<file path="src/rtl/tqvp_byte_pulse_gen.sv">
// TinyQV byte peripheral with up to four 2A03-style pulse channels.
// Each channel has a period timer, an 8-step duty sequencer, an enable and a length counter.
module tqvp_byte_pulse_gen #(
  parameter int NUM_CH     = 4,
  parameter int TIMER_W    = 11,
  parameter int PRESCALE   = 1,
  parameter int MIN_PERIOD = 8
) (
  input  logic       clk,
  input  logic       rst_n,
  input  logic [7:0] ui_in,
  output logic [7:0] uo_out,
  input  logic [3:0] address,
  input  logic       data_write,
  input  logic [7:0] data_in,
  output logic [7:0] data_out
);

  localparam int PW   = (PRESCALE > 1) ? $clog2(PRESCALE) : 1;
  localparam int HI_W = TIMER_W - 8;

  localparam logic [1:0] SEL_CTRL = 2'd0;
  localparam logic [1:0] SEL_PLO  = 2'd1;
  localparam logic [1:0] SEL_PHI  = 2'd2;
  localparam logic [1:0] SEL_LEN  = 2'd3;

  // Bit n of the returned pattern is the output level during sequencer step n.
  function automatic logic duty_bit(input logic [1:0] duty, input logic [2:0] step);
    logic [7:0] pat;
    case (duty)
      2'd0:    pat = 8'b0000_0010;
      2'd1:    pat = 8'b0000_0110;
      2'd2:    pat = 8'b0001_1110;
      2'd3:    pat = 8'b1111_1001;
      default: pat = 8'b0000_0000;
    endcase
    return pat[step];
  endfunction

  logic [PW-1:0] presc_r;
  logic          tick_s;
  logic [1:0]    sel_s;
  logic [4:0]    rd_idx_s;
  logic [31:0]   ctrl_bus_s;
  logic [31:0]   plo_bus_s;
  logic [31:0]   phi_bus_s;
  logic [31:0]   len_bus_s;
  logic [3:0]    pulse_s;
  logic [3:0]    active_s;
  logic          unused_s;

  assign unused_s = ^ui_in;
  assign sel_s    = address[1:0];
  assign rd_idx_s = {address[3:2], 3'b000};
  assign tick_s   = (presc_r == PW'(PRESCALE - 1));

  // Global prescaler shared by all channel timers.
  always_ff @(posedge clk or negedge rst_n) begin
    if (!rst_n) begin
      presc_r <= {PW{1'b0}};
    end else if (tick_s) begin
      presc_r <= {PW{1'b0}};
    end else begin
      presc_r <= presc_r + PW'(1);
    end
  end

  for (genvar i = 0; i < 4; i++) begin : ch_g
    if (i < NUM_CH) begin : impl_g
      logic [1:0]         duty_r;
      logic               enable_r;
      logic               halt_r;
      logic [TIMER_W-1:0] period_r;
      logic [TIMER_W-1:0] timer_r;
      logic [2:0]         step_r;
      logic [7:0]         length_r;
      logic               hit_s;

      assign hit_s = data_write && (address[3:2] == 2'(i));

      // Register writes, restart and the timer/sequencer/length advance.
      // A LENGTH write takes priority over any same-edge decrement or advance.
      always_ff @(posedge clk or negedge rst_n) begin
        if (!rst_n) begin
          duty_r   <= 2'd0;
          enable_r <= 1'b0;
          halt_r   <= 1'b0;
          period_r <= {TIMER_W{1'b0}};
          timer_r  <= {TIMER_W{1'b0}};
          step_r   <= 3'd0;
          length_r <= 8'd0;
        end else begin
          if (hit_s && (sel_s == SEL_CTRL)) begin
            duty_r   <= data_in[7:6];
            enable_r <= data_in[5];
            halt_r   <= data_in[4];
          end
          if (hit_s && (sel_s == SEL_PLO)) begin
            period_r[7:0] <= data_in;
          end
          if (hit_s && (sel_s == SEL_PHI)) begin
            period_r[TIMER_W-1:8] <= data_in[HI_W-1:0];
          end
          if (hit_s && (sel_s == SEL_LEN)) begin
            length_r <= data_in;
            step_r   <= 3'd0;
            timer_r  <= period_r;
          end else if (!enable_r) begin
            step_r  <= 3'd0;
            timer_r <= period_r;
          end else if (tick_s) begin
            if (timer_r == {TIMER_W{1'b0}}) begin
              timer_r <= period_r;
              step_r  <= step_r + 3'd1;
              if ((step_r == 3'd7) && !halt_r && (length_r != 8'd0)) begin
                length_r <= length_r - 8'd1;
              end
            end else begin
              timer_r <= timer_r - TIMER_W'(1);
            end
          end
        end
      end

      assign active_s[i] = enable_r & (halt_r | (length_r != 8'd0))
                         & (period_r >= TIMER_W'(MIN_PERIOD));
      assign pulse_s[i]  = active_s[i] & duty_bit(duty_r, step_r);

      assign ctrl_bus_s[i*8 +: 8] = {duty_r, enable_r, halt_r, 4'b0000};
      assign plo_bus_s[i*8 +: 8]  = period_r[7:0];
      assign phi_bus_s[i*8 +: 8]  = 8'(period_r[TIMER_W-1:8]);
      assign len_bus_s[i*8 +: 8]  = length_r;
    end else begin : none_g
      assign active_s[i]          = 1'b0;
      assign pulse_s[i]           = 1'b0;
      assign ctrl_bus_s[i*8 +: 8] = 8'h00;
      assign plo_bus_s[i*8 +: 8]  = 8'h00;
      assign phi_bus_s[i*8 +: 8]  = 8'h00;
      assign len_bus_s[i*8 +: 8]  = 8'h00;
    end
  end

  assign uo_out = {active_s, pulse_s};

  // Combinational readback of the addressed register; absent channels read zero.
  always_comb begin
    data_out = 8'h00;
    case (sel_s)
      SEL_CTRL: data_out = ctrl_bus_s[rd_idx_s +: 8];
      SEL_PLO:  data_out = plo_bus_s[rd_idx_s +: 8];
      SEL_PHI:  data_out = phi_bus_s[rd_idx_s +: 8];
      SEL_LEN:  data_out = len_bus_s[rd_idx_s +: 8];
      default:  data_out = 8'h00;
    endcase
  end

endmodule
</file>
<file path="config.mk">
export PLATFORM = sky130hd
export DESIGN_NAME = tqvp_byte_pulse_gen
export DESIGN_NICKNAME = d
export VERILOG_FILES = /design/src/rtl/tqvp_byte_pulse_gen.sv
export SDC_FILE = /design/constraint.sdc
export NUM_CORES = 1
export LEC_CHECK = 0
export ABC_AREA = 1
export CAP_MARGIN = 20
export CORE_AREA = 3 3 225 172
export CTS_CLUSTER_SIZE = 30
export DETAILED_ROUTE_END_ITERATION = 8
export DIE_AREA = 0 0 228 175
export PLACE_DENSITY_LB_ADDON = 0.12
export SETUP_SLACK_MARGIN = 0.5
export SLEW_MARGIN = 30
export SYNTH_ARGS = -nofsm -noshare
export SYNTH_HDL_FRONTEND = slang
export SYNTH_SLANG_ARGS = --single-unit
export TNS_END_PERCENT = 30
</file>
<file path="constraint.sdc">
create_clock -name clk -period 4.1 [get_ports clk]
set_input_delay 0.615 -clock clk [delete_from_list [all_inputs] [get_ports clk]]
set_output_delay 0.615 -clock clk [all_outputs]
set_load 0.005 [all_outputs]
</file>
==> key figures <==
Global routing
  – First-pass GRT wire length: 46500 um
  – Overall Global Routing Usage: 15.2%
  – Overflow after GRT: 0
  – Vias in the first global route: 7701
  – Initial antenna violation count: 1
  – Largest net degree at the start of global routing: 85

Synthesis
  – Main combinational cell family by area after synthesis: simple AND/OR/NAND/NOR gates
  – Yosys reg bits: 148
  – Synthesized cell area: 0.00909 mm2
  – EDFF count, synth: 0
  – Number of unique standard cell types used by synthesis: 31
  – Main synth FF type: dfrtp_1
  – Compound-Gate Fraction of Synth Area: 12.1%
  – Post-synthesis sequential area ratio: 40.7%
  – Async set-reset flop share out of synthesis: 100%
  – Post-synthesis simple-gate area fraction: 30.8%
  – XOR/XNOR share of the synthesized area: 3.37%
  – Adder-cell share of the synthesized area: 4.95%
  – Syn Inst Count: 1266
  – Syn. warnings: 0
  – Multiplexer share of the synthesized area: 0%
  – Mapped Nets: 1325
  – Avg Inst Size Synth: 7.18 um2

Finish
  – # fillers: 4145
  – Non-filler instance count after layout: 1817
  – Nets: 1357
  – Multi-input gate area: 0.00467 mm2
  – Fraction of layout cells with a size suffix above 1: 5.34%
  – Commonest non-fill, non-tap cell in the layout: nand2_1
  – Register area: 0.00370 mm2
  – Area Growth Syn to Fin: 16.1%
  – Most frequent cells in the layout: nand2_1 (376), o21ai_0 (182), inv_1 (149)

Power and ir drop
  – Internal: 3.47 mW
  – Logic pwr share: 34.6%
  – Leakage: 4.98 nW
  – Power Density: 555 mW/mm2
  – Sw Ratio: 40.8%
  – Seq pwr share: 38.4%
  – Maximum vdd drop: 0.256 mV
  – Switching power: 2.39 mW
  – Clock power share: 27.0%

Setup path
  – Crit path max-delay family: buffers and inverters
  – Critical-path cell list: clkdlybuf4s50_1 -> buf_4 -> nor2_2 -> buf_4 -> nand2_1 -> o21ai_0 -> o21ai_0 -> nand2_1 -> inv_1 -> nand3_1 -> clkdlybuf4s50_1
  – R2R Setup Slk: 2.16 ns
  – Crit path kind: in2out
  – CP required: 3.48 ns
  – Worst r2r src: ch_g[3].impl_g.timer_r[0]$_DFF_PN0_
  – CP startpoint kind: input pin
  – Worst path bufs/invs: 5
  – Worst reg2reg path depth: 9
  – WP data arrival: 2.86 ns
  – Delay of the slowest critical-path stage: 0.54 ns
  – Crit path depth: 11
  – Critical path's slowest cell: clkdlybuf4s50_1
  – RR Endpoint: ch_g[3].impl_g.length_r[2]$_DFFE_PN0P_
  – Worst Setup End Kind: output pin
  – Crit-path max FO: 9

Clock tree
  – Root Buffer: clkbuf_16
  – Clock latency at the later pin of the worst-skew pair: 0.45 ns
  – H-Tree Depth: 4
  – TritonCTS clock tree: built
  – CTS buffer count: 17
  – Hold Buf Count CTS: 0
  – Clk buf depth: 2
  – Clock transition at path regs: 0.06 ns
  – CTS sink cnt: 148

Timing
  – Tmin final: 3.48 ns
  – Unrepaired setup endpoints after global routing: false
  – Crit share post-route: 84.9%
  – Fmax: 0.287 GHz
  – Fin Clk Skew: 0.0103 ns
  – Final setup fails: 0
  – PnR worst setup slack: 0.621 ns
  – Relative slew slack: 42.2%
  – Final hold vios: 0
  – Actual slew at the worst max-slew pin: 0.867 ns
  – Pins over their slew limit: 0
  – Final hold slack: 0.219 ns
  – Setup TNS: 0 ns

Drt
  – Post-DR wirelength/cell: 16.2 um
  – Post-route ant nets: 0
  – First-pass detailed-route iteration total: 5
  – Initial drt markers: 575
  – Final WL: 29500 um
  – DR vias: 8133
  – Vias per inst: 4.48
  – DRC: 0

Status
  – Outcome: complete, no violations

Place
  – IO Port Bufs: 30
  – Pre-CTS WS: 0.437 ns
  – DP HPWL: 22000 um
  – Placed Cells: 1783
  – Routability cong.: 0.821

Die
  – Width of the die: 228 um
  – Starting Density: 24.7%
  – Die height: 175 um
  – IO Pins: 39
  – Row count: 61
  – Die Area: 0.0399 mm2
  – Core Region: 0.0368 mm2

Job
  – Max Cap Violations: 0

Worst hold path
  – Worst hold path class: in2async
## logic make-up after synthesis
group                      Yosys count
AOI/OAI and AO/OA                  209
xor gates and xnor gates            35
and+or+nand+nor                    657
buffers and inverters              181
adders and majority gates           36
DFF                                148
## state kept, by name (all words and copies together), names as in the netlist
name and cells:
ch_g.impl_g.duty_r 8, ch_g.impl_g.step_r 12, ch_g.impl_g.period_r 44, ch_g.impl_g.length_r 32, ch_g.impl_g.enable_r 4, ch_g.impl_g.timer_r 44
ch_g.impl_g.halt_r 4
## metal layers
metal | global-route usage [%] | share of wire, % | vias up
met2 | 21.2 | 40 | 118
met4 | 4.39 | 1.8 | 0
met5 | 0 | 0 | -
met3 | 2.64 | 2.7 | 33
met1 | 23.5 | 55 | 3850
li1 | - | - | 4132
## layout make-up
type / count / share of cell area (%)
well taps: 504 / 5.97
inverters: 155 / 5.51
diodes: 2 / 0.0474
repair buffers: 39 / 3.72
clock inverters: 12 / 1.16
clock buffers: 20 / 4.32
flip-flops and latches: 148 / 35.1
multi-input cells: 937 / 44.2
## how the worst max path moves through the flow
stage | startpoint | slack, ns | endpoint
2_1_floorplan | address[0] | 1.82 | data_out[0]
3_3_place_gp | address[0] | 0.45 | data_out[2]
3_5_place_dp | address[0] | 0.44 | data_out[2]
4_1_cts | address[1] | 0.59 | data_out[7]
5_1_grt | address[1] | 0.51 | data_out[7]
6_report | address[1] | 0.62 | data_out[7]
## cells in the mapped netlist, types with 5 or more instances
cell type / count / share of area [%]
inv_1: 149 / 6.1
dfrtp_1: 148 / 41
xnor2_1: 13 / 1.3
nand2_2: 6 / 0.41
xor2_1: 22 / 2.1
inv_2: 6 / 0.25
o211ai_1: 13 / 1.1
buf_2: 13 / 0.72
clkbuf_1: 7 / 0.29
ha_1: 36 / 5.0
o21ai_0: 182 / 10
nor3_1: 5 / 0.28
nand2_1: 376 / 16
nand2_4: 5 / 0.62
nand3_1: 82 / 4.5
nor2_1: 140 / 5.8
nand4_1: 31 / 2.1
## through the flow
step / util [%] / area (um2) / total power [mW]
2_1_floorplan: - / 9090 / 3.63
3_3_place_gp: 27.1 / 9970 / 4.30
3_5_place_dp: 27.1 / 9970 / 4.30
4_1_cts: 28.7 / 10600 / 5.93
5_1_grt: 28.7 / 10600 / 6.37
6_report: 28.7 / 10600 / 5.87
## power by group through the flow
stage,Combinational (mW),Clock [mW],Sequential [mW]
floorplan,1.49,0,2.14
global placement,2.02,0,2.28
detailed placement,2.02,0,2.28
CTS,2.04,1.64,2.25
global route,2.36,1.70,2.32
finish,2.03,1.59,2.25
## timing repair
item,CTS,global route
gates resized for setup,2,0
setup endpoints to repair,2,0
buffers inserted,0,0
Note: power is estimated with default switching activity, not from simulation.
